[config.mk]
export PLATFORM = sky130hd
export DESIGN_NAME = alu_flat
export DESIGN_NICKNAME = d
export VERILOG_FILES = /design/src/rtl/alu_if.sv /design/src/rtl/alu.sv /design/src/flat_wrapper.sv
export SDC_FILE = /design/constraint.sdc
export NUM_CORES = 1
export LEC_CHECK = 0
export BUFFER_PORTS_ARGS = -buffer_cell sky130_fd_sc_hd__buf_2
export CAP_MARGIN = 20
export CORE_MARGIN = 2
export CORE_UTILIZATION = 50
export CTS_BUF_LIST = sky130_fd_sc_hd__clkbuf_2 sky130_fd_sc_hd__clkbuf_4 sky130_fd_sc_hd__clkbuf_8
export DETAILED_ROUTE_END_ITERATION = 8
export HOLD_SLACK_MARGIN = 0.15
export MAX_ROUTING_LAYER = met4
export PLACE_DENSITY_LB_ADDON = 0.1
export SLEW_MARGIN = 20
export SYNTH_ARGS = -nofsm -noshare
export SYNTH_HDL_FRONTEND = slang
export SYNTH_SLANG_ARGS = --single-unit
[constraint.sdc]
create_clock -name clk -period 1.7 [get_ports clk]
set_input_delay 0.17 -clock clk [delete_from_list [all_inputs] [get_ports clk]]
set_output_delay 0.17 -clock clk [all_outputs]
set_load 0.02 [all_outputs]
[src/rtl/alu_if.sv]
// Operand/result bundle between the control unit and the ALU.
// The master drives operands, op select and the operate strobe; the slave returns result and zero flag.
interface alu_if #(
  parameter int N = 16
);
  logic [N-1:0] in_a;
  logic [N-1:0] in_b;
  logic [1:0]   op;
  logic         operar;
  logic [N-1:0] out;
  logic         z;

  modport master (output in_a, in_b, op, operar, input out, z);
  modport slave  (input in_a, in_b, op, operar, output out, z);
endinterface

[src/rtl/alu.sv]
// N-bit ALU (add, sub, arithmetic shift right by one, AND).
// The result and zero flag are registered, and they update only on operate-strobe edges.
module alu #(
  parameter int N = 16
) (
  input  logic  clk,
  input  logic  rst,
  alu_if.slave  bus
);

  typedef enum logic [1:0] {
    OP_ADD = 2'b00,
    OP_SUB = 2'b01,
    OP_SRA = 2'b10,
    OP_AND = 2'b11
  } op_e;

  logic [N-1:0] res;
  logic [N-1:0] out_d, out_q;
  logic         z_d, z_q;

  always_comb begin
    res = '0;
    case (op_e'(bus.op))
      OP_ADD:  res = bus.in_a + bus.in_b;
      OP_SUB:  res = bus.in_a - bus.in_b;
      OP_SRA:  res = {bus.in_a[N-1], bus.in_a[N-1:1]};
      OP_AND:  res = bus.in_a & bus.in_b;
      default: res = '0;
    endcase
  end

  // z is only ever loaded together with out, so the flag always describes the value on out.
  always_comb begin
    out_d = out_q;
    z_d   = z_q;
    if (bus.operar) begin
      out_d = res;
      z_d   = (res == '0);
    end
  end

  always_ff @(posedge clk or posedge rst) begin
    if (rst) begin
      out_q <= '0;
      z_q   <= 1'b0;
    end else begin
      out_q <= out_d;
      z_q   <= z_d;
    end
  end

  assign bus.out = out_q;
  assign bus.z   = z_q;

endmodule

[src/flat_wrapper.sv]
// flat-port wrapper written by rule: the top's interface ports become plain ports
module alu_flat 
#(
  parameter int N = 16
)
  (clk, rst, bus_in_a, bus_in_b, bus_op, bus_operar, bus_out, bus_z);
  alu_if #(.N(N)) bus_i ();
  input  logic clk;
  input  logic rst;
  input wire logic [$bits(bus_i.in_a)-1:0] bus_in_a;
  input wire logic [$bits(bus_i.in_b)-1:0] bus_in_b;
  input wire logic [$bits(bus_i.op)-1:0] bus_op;
  input wire logic [$bits(bus_i.operar)-1:0] bus_operar;
  output wire logic [$bits(bus_i.out)-1:0] bus_out;
  output wire logic [$bits(bus_i.z)-1:0] bus_z;
  assign bus_i.in_a = bus_in_a;
  assign bus_i.in_b = bus_in_b;
  assign bus_i.op = bus_op;
  assign bus_i.operar = bus_operar;
  assign bus_out = bus_i.out;
  assign bus_z = bus_i.z;
  alu #(.N(N)) u_core (.clk(clk), .rst(rst), .bus(bus_i));
endmodule
Yosys cells after proc, flatten, opt, wreduce, memory -nomap -nowiden
Index checks and enable logic that the tools add are counted.
Widths: inputs -> output; s select.

operators by class
  add/subtract/negate cells = 2
  eq/ne operators = 3
  multiplexer cells = 1
  bitwise logic cells = 1
  reduce and logical (&&, ||, !) cells = 2

operators by type and width
  operator            number
  $pmux 16 s4         1
  $add 16x16->16      1
  $and 16x16->16      1
  $logic_not 16->1    1
  $sub 16x16->16      1
  $eq 2x2->1 const B  2
  $eq 2x1->1 const B  1
  $logic_not 2->1     1

storage, ports and cells
  flip-flop bits (word level) = 17
  input port bits = 37
  output and inout bits = 17
  word-level logic and storage cells = 11

Depth between registers and ports, before layout
  word-level depth = 3
  gate-level depth with buffers = 16
  depth with buffers taken out = 16

Worst setup path after synthesis
No wires, ideal clock.

  path type = input -> register
  start point = input port bus_op[0]
  end point = register u_core.z_q, in the netlist u_core.bus.z
  library setup time = 0.092 ns
  data arrival time = 3.431 ns
  required time = 1.608 ns
  setup slack = -1.823 ns
  stages on the path = 15
  path buffers = 3
  cell sequence = clkbuf_1 -> buf_4 -> clkbuf_1 -> nand2_1 -> o21ai_0 -> inv_1 -> ha_1 -> nand2b_1 -> a21oi_1 -> or4b_1 -> a211oi_1 -> o31a_1 -> o211ai_1 -> or4b_1 -> o31ai_2

on the way
  cells in the longest elaborated chain, start to end = 3
  elaborated cells between the ends (all ways) = 6
  classes of those cells = eq/ne (3); mux (1); reduce/logical (2)

RTL lines
  what                                      RTL line            RTL
  from (decl)                               flat_wrapper.sv:12  input wire logic [$bits(bus_i.op)-1:0] bus_op;
  $eq 2x2->1, or another cell as far along  alu.sv:24           case (op_e'(bus.op))
  $pmux 16 s4 *                             alu.sv:24
  $logic_not 16->1 *                        alu.sv:39           z_d = (res == '0);
  to (signal assigned)                      alu.sv:49           z_q <= z_d;
  to (decl)                                 alu.sv:20           logic z_d, z_q;

Mark *: on every way between the ends. The rest lies on a longest branch, timed or not.
A chain may end at the register's enable or synchronous reset.

Final worst setup path
  start point = input port bus_in_b[1]
  end point = register u_core.z_q, in the netlist u_core.bus.z

on the way
  cells in the longest elaborated chain, start to end = 3
  elaborated cells between the ends (all ways) = 5
  classes of those cells = add/sub (2); mux (1); bitwise (1); reduce/logical (1)

RTL lines
  what                                          RTL line            RTL
  from (decl)                                   flat_wrapper.sv:11  input wire logic [$bits(bus_i.in_b)-1:0] bus_in_b;
  $sub 16x16->16, or another cell as far along  alu.sv:26           OP_SUB: res = bus.in_a - bus.in_b;
  $pmux 16 s4 *                                 alu.sv:24
  $logic_not 16->1 *                            alu.sv:39

Marked as above.

==> impl_metrics.json <==
{
  "worst_clock_skew_ns": 0,
  "violations": "negative setup slack",
  "clock_latency_ns": 0.25,
  "die_w_um": 70.14,
  "num_rows": 24,
  "startpoint_type": "input pin",
  "io_buffers": 53,
  "whs_ns": 0.3965,
  "htree_levels": 1,
  "syn-cell-area_um2": 2187,
  "yosysMostFrequentCell": "a21oi_1",
  "clk_pin_slew_worst_paths_ns": 0.07,
  "synth.area.top_cells": "dfrtp_1 19%, ha_1 9.7%, a21oi_1 6.6%",
  "dp_cells": 473,
  "arrival_ns": 3.28,
  "cp.required_ns": 1.87,
  "post_drt_via_cell_ratio": 6.067,
  "antenna_found_initial": 0,
  "yosysSeqAreaShare_pct": 19.45,
  "synth_cell_types": 51,
  "synth_top_area_share_pct": 19.45,
  "num_io_pins": 54,
  "synth-main-ff-cell": "dfrtp_1",
  "dp_hpwl_um": 5550,
  "setup_viol": 15,
  "final_cell_area_um2": 3845,
  "ant_nets": 0,
  "synth_nets": 346,
  "num-nets-final": 495,
  "die_area_um2": 4919,
  "synth_seq_cells": 17,
  "cts_buffer_depth": 2,
  "syn_inst": 291,
  "wl_per_cell_um": 18.89,
  "synth_edf_count": 0,
  "num_vias": 2979,
  "maxSlewViolCount": 0,
  "async_flop_share_pct": 100.0,
  "min_path_type": "in2reg",
  "grt_max_degree": 33,
  "gr-usage-all-layers_pct": 32.31,
  "tns_ns": -11.46,
  "rsz0062_at_grt": "true",
  "clockRootBuffer": "clkbuf_8",
  "fp.dieH_um": 70.14,
  "path_class": "in2reg",
  "drive_above_1_share_pct": 56.49,
  "core_um2": 4294,
  "diodes": 0,
  "min_period_ns": 3.115,
  "timing.fmax_ghz": 0.3210,
  "first_pass_iters": 5,
  "utilization_pct": 89.54,
  "timing.critical_path.to_type": "flip-flop",
  "gp_congestion": 0.8396,
  "p_leak_nw": 1.772,
  "ir_drop_uv": 599.9,
  "drt-total-wl_um": 9273,
  "area_growth_pct": 75.80,
  "cts_tree": "done",
  "fin_ws_ns": -1.415,
  "drc_errors": 0,
  "max_cap_viol_count": 0,
  "place_area_um2": 3296,
  "yosys.area.top_type": "dfrtp_1",
  "synth_common_cells": "29 x a21oi_1, 27 x nor2_1, 21 x nand3_1, 19 x nand2_1, 19 x o21ai_0",
  "synth_warnings": 0,
  "grt_overflow": 0,
  "cts_buffers": 3,
  "grt_pass1_wl_um": 12520,
  "finalCritPeriodShare_pct": 183.3,
  "syn_avg_cell_area_um2": 7.516,
  "final_cells": 491,
  "worstMarginPinSlew_ns": 0.6450,
  "path_max_fanout": 5,
  "grt_pass1_vias": 2821,
  "start_util_pct": 50.93,
  "hold_viol": 0,
  "powerDensity_nw_per_um2": 672.7,
  "status": "finished with violations",
  "drt_iter0_drc": 256,
  "slew-limit-headroom_pct": 56.95,
  "clock_sinks": 17
}
[through the flow]
stage	setup WS, ns	power (W)
final	-1.415	0.002586
after global routing	-1.506	0.002719
after CTS	-1.238	0.002358
after detailed placement	-1.620	0.001883
after global placement	-1.527	0.001840
after floorplan	-1.328	0.001312
[final timing paths]
kind                               startpoint            endpoint  slack (ns)  depth (start not counted)
max in group asynchronous                 rst  u_core.bus.out[14]        0.71                          3
hold reg to reg            u_core.bus.out[11]  u_core.bus.out[11]        0.51                          2
setup / recovery                  bus_in_b[1]        u_core.bus.z       -1.42                         16
min in group asynchronous                 rst   u_core.bus.out[0]        0.58                          3
setup reg to reg            u_core.bus.out[2]   u_core.bus.out[2]        0.94                          1
hold / removal                   bus_in_a[15]        u_core.bus.z        0.40                          3
[final cells by class]
cell class                      count  area [um^2]
Tap cell                           52        65.06
Clock buffer                        4        48.80
Inverter                           16        70.07
Multi-Input combinational cell    247         2137
Timing Repair Buffer              155         1099
Sequential cell                    17        425.4
Fill cell                         204        449.2
[registers in the layout (all words and copies together), names as in the netlist]
register,cells
u_core.bus.out,16
u_core.bus.z,1
[critical path: stages]
cell	delay [ns]
buf_8	0.10
inv_4	0.05
ha_4	0.14
nand2b_4	0.07
buf_6	0.13
o21ai_4	0.12
xor2_1	0.17
ha_2	0.34
o21a_1	0.15
o31a_1	0.19
o21ai_2	0.18
mux2i_1	0.29
nand2_1	0.10
or3b_1	0.39
or4b_4	0.53
o31ai_2	0.18
[placed cells by master (no fill, tap or decap), drive strengths merged, types with 3 or more instances in the layout]
master,n
o31ai,4
nor3,8
nand3,21
xor2,10
nor2b,6
o211ai,6
xnor2,12
a31oi,3
ha,17
buf,154
dfrtp,17
nand2,19
and3,3
nand2b,14
nor4,3
nor2,27
inv,16
clkbuf,4
o21ai,19
o21bai,3
a21oi,29
a21o,4
mux2,6
[kinds of logic (layout without fill, tap and decap cells)]
group | count (synthesis) | count (layout) | synth area share [%]
compound gates | 85 | 85 | 24.83
fa+ha+maj | 18 | 18 | 10.64
mux | 7 | 7 | 3.547
buf+inv | 27 | 175 | 4.977
simple gates | 115 | 115 | 27.75
xor+xnor | 22 | 22 | 8.810
flops | 17 | 17 | 19.45
[layer usage]
metal  track usage (%)  wire length (um)
met3             4.906               389
met5                 -                 0
met1             32.88              3422
met2             60.95              4918
met4             13.68               543
[timing repair]
item,4_1_cts,5_1_grt
hold buffers,1,0
pin swaps,39,41
cloned,0,0
setup endpoints to repair,15,15
resized for setup,45,46
endpoints found under the hold margin,17,0
setup buffers,12,10
[report_power, final]
group / internal [W] / leakage, nW / switching [W]
Combinational: 0.000843 / 1.55 / 0.000905
Clock: 0.000183 / 0.0262 / 0.000143
Sequential: 0.000473 / 0.199 / 0.0000398
Total: 0.00150 / 1.77 / 0.00109
Note: power is estimated with default switching activity, not from simulation.
